<file path="src/rtl/rtc_pkg.sv">
// rtc_pkg: BCD byte type, time limits and digit helpers shared by the RTC core
package rtc_pkg;
   typedef logic [7:0] bcd_t;
   localparam bcd_t SEC_MAX   = 8'h59;
   localparam bcd_t HR24_MAX  = 8'h23;
   localparam bcd_t HR12_NOON = 8'h12;
   function automatic logic bcd_valid(input bcd_t v, input bcd_t max);
      return v[7:4] <= 4'd9 && v[3:0] <= 4'd9 && v <= max;
   endfunction
   function automatic bcd_t to12h(input bcd_t h);
      logic [4:0] d;
      d = 5'(h[7:4]) * 5'd10 + 5'(h[3:0]);
      d = d == 5'd0 ? 5'd12 : d > 5'd12 ? d - 5'd12 : d;
      return d >= 5'd10 ? {4'd1, 4'(d - 5'd10)} : {4'd0, d[3:0]};
   endfunction
endpackage

</file>
<file path="src/rtl/rtc_bcd_core_counter.sv">
// bcd_mod_counter: two-digit BCD counter modulo MOD with load and carry-out
module bcd_mod_counter
   import rtc_pkg::*;
#(
   parameter logic [7:0] MOD = 8'h60
) (
   input  logic       clk,
   input  logic       reset,
   input  logic       inc,
   input  logic       load,
   input  logic [7:0] load_val,
   output logic [7:0] q,
   output logic [7:0] nxt,
   output logic       carry
);
   localparam bcd_t LAST = MOD[3:0] == 4'd0 ? {MOD[7:4] - 4'd1, 4'd9} : MOD - 8'd1;
   bcd_t up;
   always_comb begin
      carry = inc && q == LAST;
      up = carry ? 8'h00 : q[3:0] == 4'd9 ? {q[7:4] + 4'd1, 4'd0} : q + 8'd1;
      nxt = load ? load_val : inc ? up : q;
   end
   always_ff @(posedge clk or posedge reset)
      if (reset) q <= '0;
      else q <= nxt;
endmodule

</file>
<file path="src/rtl/rtc_bcd_core.sv">
// rtc_bcd_core: prescaled BCD clock with 12/24 h display and validated load; minute alarm under RTC_ALARM_EN
module rtc_bcd_core
   import rtc_pkg::*;
#(
   parameter int TICK_DIV = 1
) (
   input  logic       clk,
   input  logic       reset,
   input  logic       ena,
   input  logic       mode24,
   input  logic       set_valid,
   input  logic [7:0] set_hh,
   input  logic [7:0] set_mm,
   input  logic [7:0] set_ss,
   output logic       set_err,
   output logic [7:0] hh,
   output logic [7:0] mm,
   output logic [7:0] ss,
   output logic       pm,
   output logic       sec_tick
`ifdef RTC_ALARM_EN
   ,
   input  logic [7:0] alarm_hh,
   input  logic [7:0] alarm_mm,
   input  logic       alarm_arm,
   output logic       alarm
`endif
);
   localparam int PW = TICK_DIV > 1 ? $clog2(TICK_DIV) : 1;
   localparam logic [PW-1:0] PLAST = PW'(TICK_DIV - 1);
   logic [PW-1:0] pcnt;
   logic load_ok, tick, inc, c_ss, c_mm, hr_wrap_unused;
   logic [7:0] ss_nxt, mm_nxt, h24, h24_nxt;
   assign load_ok = set_valid && bcd_valid(set_ss, SEC_MAX) && bcd_valid(set_mm, SEC_MAX)
                    && bcd_valid(set_hh, HR24_MAX);
   assign tick = ena && pcnt == PLAST;
   // an accepted load swallows the coincident increment
   assign inc = tick && !load_ok;
   bcd_mod_counter #(.MOD(8'h60)) u_ss (
      .clk(clk), .reset(reset), .inc(inc), .load(load_ok), .load_val(set_ss),
      .q(ss), .nxt(ss_nxt), .carry(c_ss)
   );
   bcd_mod_counter #(.MOD(8'h60)) u_mm (
      .clk(clk), .reset(reset), .inc(c_ss), .load(load_ok), .load_val(set_mm),
      .q(mm), .nxt(mm_nxt), .carry(c_mm)
   );
   bcd_mod_counter #(.MOD(8'h24)) u_hh (
      .clk(clk), .reset(reset), .inc(c_mm), .load(load_ok), .load_val(set_hh),
      .q(h24), .nxt(h24_nxt), .carry(hr_wrap_unused)
   );
   always_ff @(posedge clk or posedge reset)
      if (reset) pcnt <= '0;
      else if (load_ok) pcnt <= '0;
      else if (ena) pcnt <= tick ? '0 : pcnt + 1'b1;
   // display is rendered from next-state hours so hh/pm stay registered
   always_ff @(posedge clk or posedge reset)
      if (reset) begin
         hh <= HR12_NOON;
         pm <= 1'b0;
         sec_tick <= 1'b0;
         set_err <= 1'b0;
      end else begin
         hh <= mode24 ? h24_nxt : to12h(h24_nxt);
         pm <= h24_nxt >= HR12_NOON;
         sec_tick <= inc;
         set_err <= set_valid && !load_ok;
      end
`ifdef RTC_ALARM_EN
   logic unused_h24;
   assign unused_h24 = ^h24;
   always_ff @(posedge clk or posedge reset)
      if (reset) alarm <= 1'b0;
      else alarm <= inc && alarm_arm && h24_nxt == alarm_hh && mm_nxt == alarm_mm && ss_nxt == 8'h00;
`else
   logic unused_nxt;
   assign unused_nxt = ^{ss_nxt, mm_nxt, h24};
`endif
endmodule

</file>
<file path="config.mk">
export PLATFORM = sky130hd
export DESIGN_NAME = rtc_bcd_core
export DESIGN_NICKNAME = d
export VERILOG_FILES = /design/src/rtl/rtc_pkg.sv /design/src/rtl/rtc_bcd_core_counter.sv /design/src/rtl/rtc_bcd_core.sv
export SDC_FILE = /design/constraint.sdc
export NUM_CORES = 1
export LEC_CHECK = 0
export ABC_AREA = 1
export CAP_MARGIN = 20
export CELL_PAD_IN_SITES_DETAIL_PLACEMENT = 1
export CELL_PAD_IN_SITES_GLOBAL_PLACEMENT = 1
export CORE_MARGIN = 2
export CORE_UTILIZATION = 40
export DETAILED_ROUTE_END_ITERATION = 10
export GPL_TIMING_DRIVEN = 0
export PLACE_DENSITY_LB_ADDON = 0.3
export SYNTH_ARGS = -nofsm -noshare
export SYNTH_HDL_FRONTEND = slang
export SYNTH_SLANG_ARGS = --single-unit
</file>
<file path="constraint.sdc">
create_clock -name clk -period 6.8 [get_ports clk]
set_input_delay 1.02 -clock clk [delete_from_list [all_inputs] [get_ports clk]]
set_output_delay 1.02 -clock clk [all_outputs]
set_load 0.01 [all_outputs]
</file>
# After elaboration in Yosys (flattened, before gate mapping)
# Cells that the tools add are included.
dict set report op_classes {
  add_sub_neg 10
  n_mul 1
  order_cmp 12
  n_eq_ne 6
  n_mux 19
  bitwise_logic 1
  reduce_logical 20
}
# cell n
set op_table {}
lappend op_table {{8-bit two-way mux} 13}
lappend op_table {{8-bit by 1-bit adder with 8-bit output, second input constant} 3}
lappend op_table {{4-bit less-or-equal comparator, second input constant} 6}
lappend op_table {{8-bit by 7-bit equality test with 1-bit output, second input constant} 2}
lappend op_table {{8-bit by 7-bit less-or-equal comparator with 1-bit output, second input constant} 2}
lappend op_table {{1-bit logical AND} 15}
lappend op_table {{5-bit two-way mux} 3}
lappend op_table {{4-bit by 1-bit adder with 4-bit output, second input constant} 3}
lappend op_table {{4-bit equality test, second input constant} 3}
lappend op_table {{8-bit by 6-bit equality test with 1-bit output, second input constant} 1}
lappend op_table {{8-bit by 5-bit >= comparator with 1-bit output, second input constant} 1}
lappend op_table {{8-bit by 6-bit less-or-equal comparator with 1-bit output, second input constant} 1}
lappend op_table {{2-bit nonzero test} 3}
lappend op_table {{5-bit by 4-bit adder with 5-bit output} 1}
lappend op_table {{5-bit by 4-bit >= comparator with 1-bit output, second input constant} 1}
lappend op_table {{5-bit by 4-bit > comparator with 1-bit output, second input constant} 1}
lappend op_table {{5-bit logical NOT} 1}
lappend op_table {{5-bit by 4-bit subtractor with 5-bit output, second input constant} 1}
lappend op_table {{4-bit by 3-bit multiplier with 4-bit output, second input constant} 1}
lappend op_table {{4-bit subtractor, second input constant} 1}
lappend op_table {{1-bit two-way mux} 3}
lappend op_table {{1-bit adder, second input constant} 1}
lappend op_table {{1-bit logical NOT} 1}
lappend op_table {{1-bit NOT} 1}
dict set report totals {
  ff_bits 36
  out_inout_bits 27
  word_cells 77
}

# Depth between registers and ports, before layout
# Gate-level depths: netlist of the first run.
dict set report logic_depth {
  depth_word 22
  mapped_depth 32
  ltp_nobuf 32
}

# Modules after synthesis
# A second synthesis of the first run with hierarchy kept.
dict set report unflattened {
  cells_unflattened 376
  hier_area_um2 2690.1
}
# module instances cells_per_inst area_each_um2 seq_area_each_um2
set modules_own_cells {}
lappend modules_own_cells {{bcd_mod_counter (u_mm ...)} 2 82 581.8 200.2}
lappend modules_own_cells {rtc_bcd_core 1 118 882.1 302.8}
lappend modules_own_cells {{bcd_mod_counter (u_hh)} 1 94 644.4 200.2}

# Least setup slack after synthesis of the first run
# OpenSTA, ideal clock, no wires.
dict set report synth_timing {
  kind {input to register}
  from {input port set_hh[5]}
  to {register hh[2]}
  setup_time_ns 0.118
  arrival_time_ns 4.245
  t_required_ns 6.682
  path_slack_ns 2.437
  cell_stages 31
  path_cell_list {inv_1 > nand2_1 > nand2_1 > nand2_2 > inv_2 > nand2_2 > nand3_2 > nor2_8 > o21ai_0 > inv_1 > nand2_1 > a32oi_1 > inv_1 > ha_1 > ha_1 > a21oi_1 > nand2_1 > xor2_1 > inv_1 > nand2_4 > nand2_4 > inv_4 > nand3b_4 > and2b_1 > ha_1 > nand2_1 > nand2_2 > nand2_2 > nand2_1 > nand3_1 > nand2_1}
}
dict set report synth_between {
  elab_chain_len 20
  elab_cells_between_ends 24
  classes_between {add/sub: 3; mul: 1; order compare: 4; mux: 7; reduce/logical: 9}
}
# element line_no
set synth_lines {}
lappend synth_lines {{from (decl)} rtc_bcd_core.sv:12} ;# input logic [7:0] set_hh,
lappend synth_lines {{branches (longest 2 deep; another with 8-bit by 6-bit less-or-equal comparator with 1-bit output)} --}
lappend synth_lines {{1-bit logical AND *} rtc_pkg.sv:8} ;# return v[7:4] <= 4'd9 && v[3:0] <= 4'd9 && v <= max;
lappend synth_lines {{1-bit logical AND *} rtc_bcd_core.sv:35} ;# && bcd_valid(set_hh, HR24_MAX);
lappend synth_lines {{1-bit logical NOT} rtc_bcd_core.sv:38} ;# assign inc = tick && !load_ok;
lappend synth_lines {{1-bit logical AND} rtc_bcd_core.sv:38}
lappend synth_lines {{1-bit logical AND (3 in a row)} rtc_bcd_core_counter.sv:19} ;# carry = inc && q == LAST;
lappend synth_lines {{8-bit two-way mux} rtc_bcd_core_counter.sv:20} ;# up = carry ? 8'h00 : q[3:0] == 4'd9 ? {q[7:4] + 4'd1, 4'd0} : q + 8'd1;
lappend synth_lines {{8-bit two-way mux} rtc_bcd_core_counter.sv:21} ;# nxt = load ? load_val : inc ? up : q;
lappend synth_lines {{[... 1 more ...]} --}
lappend synth_lines {{named net h24_nxt[4]} rtc_bcd_core.sv:33} ;# logic [7:0] ss_nxt, mm_nxt, h24, h24_nxt;
lappend synth_lines {{4-bit by 3-bit multiplier with 4-bit output *} rtc_pkg.sv:12} ;# d = 5'(h[7:4]) * 5'd10 + 5'(h[3:0]);
lappend synth_lines {{5-bit by 4-bit adder with 5-bit output *} rtc_pkg.sv:12}
lappend synth_lines {{5-bit by 4-bit subtractor with 5-bit output / 5-bit by 4-bit > comparator with 1-bit output (equally long branches)} rtc_pkg.sv:13} ;# d = d == 5'd0 ? 5'd12 : d > 5'd12 ? d - 5'd12 : d;
lappend synth_lines {{5-bit two-way mux} rtc_pkg.sv:13}
lappend synth_lines {{5-bit two-way mux *} rtc_pkg.sv:13}
lappend synth_lines {{4-bit subtractor / 5-bit by 4-bit >= comparator with 1-bit output (equally long branches)} rtc_pkg.sv:14} ;# return d >= 5'd10 ? {4'd1, 4'(d - 5'd10)} : {4'd0, d[3:0]};
lappend synth_lines {{5-bit two-way mux *} rtc_pkg.sv:14}
lappend synth_lines {{8-bit two-way mux *} rtc_bcd_core.sv:63} ;# hh <= mode24 ? h24_nxt : to12h(h24_nxt);
lappend synth_lines {{to (signal assigned)} rtc_bcd_core.sv:63}
lappend synth_lines {{to (decl)} rtc_bcd_core.sv:16} ;# output logic [7:0] hh,
# Mark *: on every way through the listed nets, which the timed path passes.
# A chain may end at the register's enable or synchronous reset.

# Worst setup path after layout of the first run
dict set report layout_timing {
  from {input port set_hh[5]}
  to {register hh[1]}
}
# The elaborated chain is that of the path after synthesis.

==> results of run 1 <==
## power by group
part | internal [mW] | switching (mW) | leakage (nW)
combinational | 0.213 | 0.243 | 1.17
clock | 0.111 | 0.0944 | 0.0548
sequential | 0.264 | 0.0553 | 0.431
## cell type report
type	count	area [um^2]	area share (%)
flip-flops and latches	36	903	25.9
clock buffers	5	68.8	1.97
well taps	80	100	2.87
plain buffers	6	30.0	0.861
clock inverters	3	46.3	1.33
inverters	49	186	5.35
multi-input cells	268	1600	45.9
repair buffers	55	551	15.8
## worst reg2reg max path, delay by kind of cell, from the launching register on
kind,cells,cell delay (ps)
simple gates,15,1510
fa+ha+maj,4,1030
buf+inv,7,780
compound gates,3,710
flops,1,420
xor+xnor,1,230
## synthesized netlist by cell type (2+ instances only)
cell type,count
dfrtp_1,34
nor2_1,33
dfstp_2,2
nor3_1,4
nor2_4,2
clkbuf_1,5
nand3_1,17
a31oi_1,2
ha_1,19
a21oi_1,8
nor2_2,3
o21ai_0,29
nand2_1,81
inv_2,2
a22oi_1,2
o22ai_1,3
o211ai_1,6
nand2_4,3
xnor2_1,5
nand3_2,7
xor2_1,5
o21ai_1,7
nand4_1,5
inv_1,45
nand3b_1,3
nand2_2,9
## cell usage in the layout, fill, tap and decap left out, types with 6 or more instances in the layout
master           synthesis  routed
nand3_1                 17      17
a21oi_1                  8       8
ha_1                    19      19
o211ai_1                 6       6
o21ai_1                  7       7
dfrtp_1                 34      34
inv_1                   45      44
nor2_1                  33      33
nand3_2                  7       7
nand2_1                 81      81
nand2_2                  9       9
clkdlybuf4s50_1          0      55
o21ai_0                 29      29
## path summary, 6_finish.rpt
check | startpoint | to | cells past startpoint
worst min register to register | pcnt | pcnt | 2
max in group asynchronous | reset | u_mm.q[5] | 2
worst max-delay path | set_hh[5] | hh[1] | 33
worst max register to register | u_mm.q[1] | hh[1] | 30
worst min-delay path | pcnt | pcnt | 2
min in group asynchronous | reset | hh[6] | 2
## state kept, by name, summed over array words and instances, names as in the netlist
name	cells
set_err	1
pm	1
u_mm.q	8
sec_tick	1
u_hh.q	8
u_ss.q	8
hh	8
pcnt	1
## per-layer routing
metal	GRT usage, %	up-vias	share of wire (%)
met5	0	-	0
met1	27.0	1323	43
met2	41.3	60	51
met4	7.67	0	1.9
met3	4.10	15	3.8
li1	-	1306	-
## cells by family after synthesis
logic type | count (synthesis)
AND/OR/NAND/NOR | 173
AO/OA/AOI/OAI | 65
buffers and inverters | 55
flip-flops | 36
adder cells (fa/ha/maj) | 20
XOR/XNOR | 10
## through the flow
stage / cell area [um^2] / util, % / hold WS, ps / std cells
floorplan: 2720 / - / 481 / 359
global placement: 3370 / 50.5 / 493 / 494
detailed placement: 3370 / 50.5 / 520 / 494
CTS: 3490 / 52.2 / 532 / 502
global route: 3490 / 52.2 / 558 / 502
finish: 3490 / 52.2 / 525 / 502
==> flow_summary.yaml, run 1 <==
critical_path:
  worstPathBufferInverterCount: 8
  ff2ff_setup_slack_ps: 2050
  arrival_ps: 5600
  crit_path_end_kind: "flip-flop"
  cp.required_ps: 7060
  crit_type: "in2reg"
  slowest_stage: "clkdlybuf4s50_1"
  critPathMaxFanout: 9
  critPathTopFamily: "simple AND/OR/NAND/NOR gates"
  cp-start-kind: "primary input"
  slowest_delay_ps: 530
  crit_top_cell: "nand2_1"
drt:
  drc: 0
  drt_iter0_drc: 100
  wl_per_cell_um: 15.9
  via_per_inst: 5.39
  wirelength_mm: 7.96
  vias: 2704
  drtAntennaViolNets: 0
  dr.pass1.iters: 4
global_route:
  gr-total-overflow: 0
  grt_use_total_pct: 22.8
  antenna_found_initial: 0
  grt_max_degree: 37
  grt_pass1_wl_mm: 13.3
  grt_pass1_vias: 2855
yosys:
  synth.yosys.seq_area_share_pct: 33.2
  synth_top_area_cell: "dfrtp_1"
  syn_inst: 359
  yosys.area_share.simple_pct: 32.0
  synth_ff_type: "dfrtp_1"
  ys_ff_latch: 36
  syn_area_um2: 2720
  synthXorXnorAreaFrac_pct: 3.22
  synth_top_area_share_pct: 31.3
  synth_area_leaders: "dfrtp_1 31%, nand2_1 11%, ha_1 8.7%, inv_1 6.2%, o21ai_0 5.3%"
  muxShareOfSynthArea_pct: 0
  synth_edf_count: 0
  async_reset_ff_share_pct: 100
  avgSynthCellArea_um2: 7.58
  synth.distinct_cells: 44
  synth-adder-area-share_pct: 9.47
  synth-compound-area-share_pct: 14.2
  synth_top_family_by_area: "simple AND/OR/NAND/NOR gates"
  ys_warn_count: 0
  synth_fp_nets: 408
floorplanning:
  die-area_um2: 7480
  die_h_um: 86.5
  die_w_um: 86.5
  io_pins: 56
  num_rows: 30
  core_area_um2: 6680
  start_util_pct: 40.7
finish:
  drive_above_1_share_pct: 10.9
  nets: 470
  fill_cells: 837
  syn_to_final_growth_pct: 28.1
  diodes: 0
clock_network:
  cts_resized: 0
  cts-buffers-inserted: 5
  clock_latency_ps: 310
  cts_tree: "done"
  path_clk_slew_ps: 90
  cts_root_buffer: "clkbuf_8"
  post-cts-setup-buffer-count: 0
  htree_levels: 2
  hold_buffers: 0
  clockBufferDepth: 2
  clock_sinks: 36
sta:
  tightest_slew_ps: 972
  setup_viol: 0
  period_share_pct: 78.5
  slew_headroom_pct: 34.5
  finClkSkew_ps: 7.65
  tns_ps: 0
  final_max_slew_viol_count: 0
  hold_viol_final: 0
  rsz0062_at_grt: "no"
  fin_ws_ps: 1460
  fmax_ghz: 0.187
  min_period_ps: 5340
place:
  place_congestion: 0.843
  hpwlAfterDp_mm: 6.23
  dp_slack_ps: 1180
  numPortBuffers: 55
job:
  drv_cap: 0
status:
  status: "finished clean"
min_path:
  hold_path.class: "reg2reg"
pwr:
  peakVddDrop_mv: 0.142
  power_uw: 980
  p_leak_nw: 1.66
  p_per_area_nw_per_um2: 281
No activity file was read; power rests on OpenSTA's default activity.
==> run 2, diff against run 1 <==
--- a/config.mk
+++ b/config.mk
@@ -10,7 +10,7 @@
 export CELL_PAD_IN_SITES_DETAIL_PLACEMENT = 1
 export CELL_PAD_IN_SITES_GLOBAL_PLACEMENT = 1
 export CORE_MARGIN = 2
-export CORE_UTILIZATION = 40
+export CORE_UTILIZATION = 34
 export DETAILED_ROUTE_END_ITERATION = 10
 export GPL_TIMING_DRIVEN = 0
 export PLACE_DENSITY_LB_ADDON = 0.3
==> constraint.sdc (replaced) <==
create_clock -name clk -period 4.5 [get_ports clk]
set_input_delay 0.675 -clock clk [delete_from_list [all_inputs] [get_ports clk]]
set_output_delay 0.675 -clock clk [all_outputs]
set_load 0.01 [all_outputs]
==> run 2 against run 1 <==
  * Die area is 17% higher
  * Register-to-register slack worse by 1700 ps
  * Final area is 7.9% higher
  * Critical path type unchanged
  * Largest power group unchanged
==> flow_summary.yaml, run 2 (synthesis results as in run 1) <==
status:
  status: "finished clean"
pwr:
  seqPwrFrac_pct: 33.1
  power_frac_clock_pct: 17.5
  p_per_area_nw_per_um2: 389
  p_sw_uw: 593
  peakVddDrop_mv: 0.203
  switching_share_pct: 40.5
  power_mw: 1.46
  comb_power_share_pct: 49.4
  p_int_uw: 871
  p_leak_nw: 1.81
floorplanning:
  die-area_um2: 8740
  die_h_um: 93.5
  io_pins: 56
  die_w_um: 93.5
  core_area_um2: 7730
  num_rows: 32
  start_util_pct: 35.2
critical_path:
  crit_type: "in2reg"
  arrival_ps: 4460
  worstReg2RegStart: "u_mm.q[1]"
  rr_worst_depth: 28
  r2r_end: "hh[2]"
  cp.required_ps: 4680
  critPathMaxFanout: 8
  crit_path_end_kind: "flip-flop"
  ff2ff_setup_slack_ps: 370
  cp-start-kind: "primary input"
sta:
  tns_ps: 0
  fmax_ghz: 0.234
  period_share_pct: 95.1
  hold_viol_final: 0
  finClkSkew_ps: 11.3
  min_period_ps: 4280
  slew_headroom_pct: 49.0
  setup_viol: 0
  final_max_slew_viol_count: 0
  tightest_slew_ps: 764
clock_network:
  clockBufferDepth: 2
  htree_levels: 2
  cts_root_buffer: "clkbuf_8"
  clock_latency_ps: 300
  cts_tree: "done"
  cts-buffers-inserted: 5
  path_clk_slew_ps: 90
  clock_sinks: 36
min_path:
  min-delay-start: "pcnt"
  min_to: "pcnt"
  min_path_cells: 2
  hold_path.class: "reg2reg"
drt:
  via_per_inst: 5.10
  wirelength_mm: 8.47
  drt_iter0_drc: 134
  wl_per_cell_um: 15.7
  drtAntennaViolNets: 0
  drc: 0
  vias: 2759
  dr.pass1.iters: 4
finish:
  nets: 487
  fill_cells: 955
  final_cell_mix: "78 x nand2_1, 49 x clkdlybuf4s50_1, 42 x inv_1, 34 x dfrtp_1, 29 x nor2_1"
  diodes: 0
  syn_to_final_growth_pct: 38.3
  drive_above_1_share_pct: 19.8
  layout_commonest_cell: "nand2_1"
place:
  numPortBuffers: 55
  hpwlAfterDp_mm: 6.19
  place_congestion: 0.824
global_route:
  grt_pass1_wl_mm: 13.6
  antenna_found_initial: 0
  grt_max_degree: 37
  gr-total-overflow: 0
  grt_use_total_pct: 19.8
  grt_pass1_vias: 2794
job:
  drv_cap: 0
## run 2: cell count changes in the layout (fill, tap and decap cells not counted), moves of 3 or more
cell | before | now
ha_1 | 19 | 15
clkdlybuf4s50_1 | 55 | 49
nor2_2 | 3 | 6
dlymetal6s2s_1 | 0 | 4
o21ai_0 | 29 | 25
buf_4 | 0 | 17
o21ai_2 | 1 | 6
nor2_1 | 33 | 29
nand2_1 | 81 | 78
## run 2: power groups by stage
stage / sequential (mW) / combinational, mW / clock [mW]
6_report: 0.485 / 0.724 / 0.256
5_1_grt: 0.496 / 0.818 / 0.271
4_1_cts: 0.484 / 0.696 / 0.258
3_5_place_dp: 0.490 / 0.684 / 0
3_3_place_gp: 0.485 / 0.661 / 0
2_1_floorplan: 0.503 / 0.400 / 0
## run 2: worst max-delay path, cell delays in order
cell             delay (ps)
clkdlybuf4s50_1         460
o21ai_2                 160
nand2_1                 100
nor2_2                  160
nand2_4                  80
nand3_4                 100
nor2_8                   50
buf_4                   170
o21ai_0                 120
o21ai_0                 140
o21ai_1                 440
ha_1                    330
nand3_2                  80
nand2_2                  70
xor2_2                  190
nand3_2                 140
nand2_4                 110
nand2_1                  70
nand2_1                  60
and2b_1                 190
ha_2                    180
nand2_1                  80
nand2_2                  60
nand2_2                  80
nand2_1                  50
nand3_1                  60
nand2_1                  50
## run 2: per-stage QoR
step / hold slack (ps) / setup WS, ps / cells / utilization, % / area (um^2)
4_1_cts: 536 / 10.6 / 527 / 46.1 / 3560
2_1_floorplan: 481 / 482 / 359 / - / 2720
3_5_place_dp: 505 / -816 / 516 / 44.0 / 3400
6_report: 527 / 221 / 541 / 48.7 / 3760
3_3_place_gp: 493 / -664 / 516 / 44.0 / 3400
5_1_grt: 564 / -106 / 541 / 48.7 / 3760
## run 2: how the worst max path moves through the flow
| stage | slack [ps] | startpoint | cells after the start | endpoint |
|---|---|---|---|---|
| after global routing | -110 | set_valid | 29 | hh[1] |
| after CTS | 10 | set_hh[1] | 28 | hh[1] |
| after detailed placement | -820 | set_hh[5] | 33 | hh[1] |
| after floorplan | 480 | set_hh[5] | 31 | hh[2] |
| after global placement | -660 | set_hh[5] | 32 | hh[2] |
| final | 220 | set_ss[1] | 27 | hh[2] |
## run 2: layout make-up
class                      instances  area (um^2)  share of cell area [%]
clock buffer                       7         86.3                    2.29
multi-input combinational        268         1730                    46.0
tap                              102          128                    3.39
buffer                             6         35.0                   0.931
sequential                        36          903                    24.0
timing repair buffer              72          686                    18.2
clock inverter                     1         7.51                   0.199
inverter                          49          186                    4.95
## run 2: timing repair
action,in CTS,in global routing
gates resized for setup,13,30
pin swaps,3,8
buffers inserted,3,14
hold buffers,0,0
endpoints found under the setup margin,4,4
## run 2: metal layers
layer | GRT usage [%] | wire (um)
met3 | 3.14 | 349
met1 | 25.1 | 3670
met4 | 4.29 | 89
met5 | 0 | 0
met2 | 35.3 | 4370
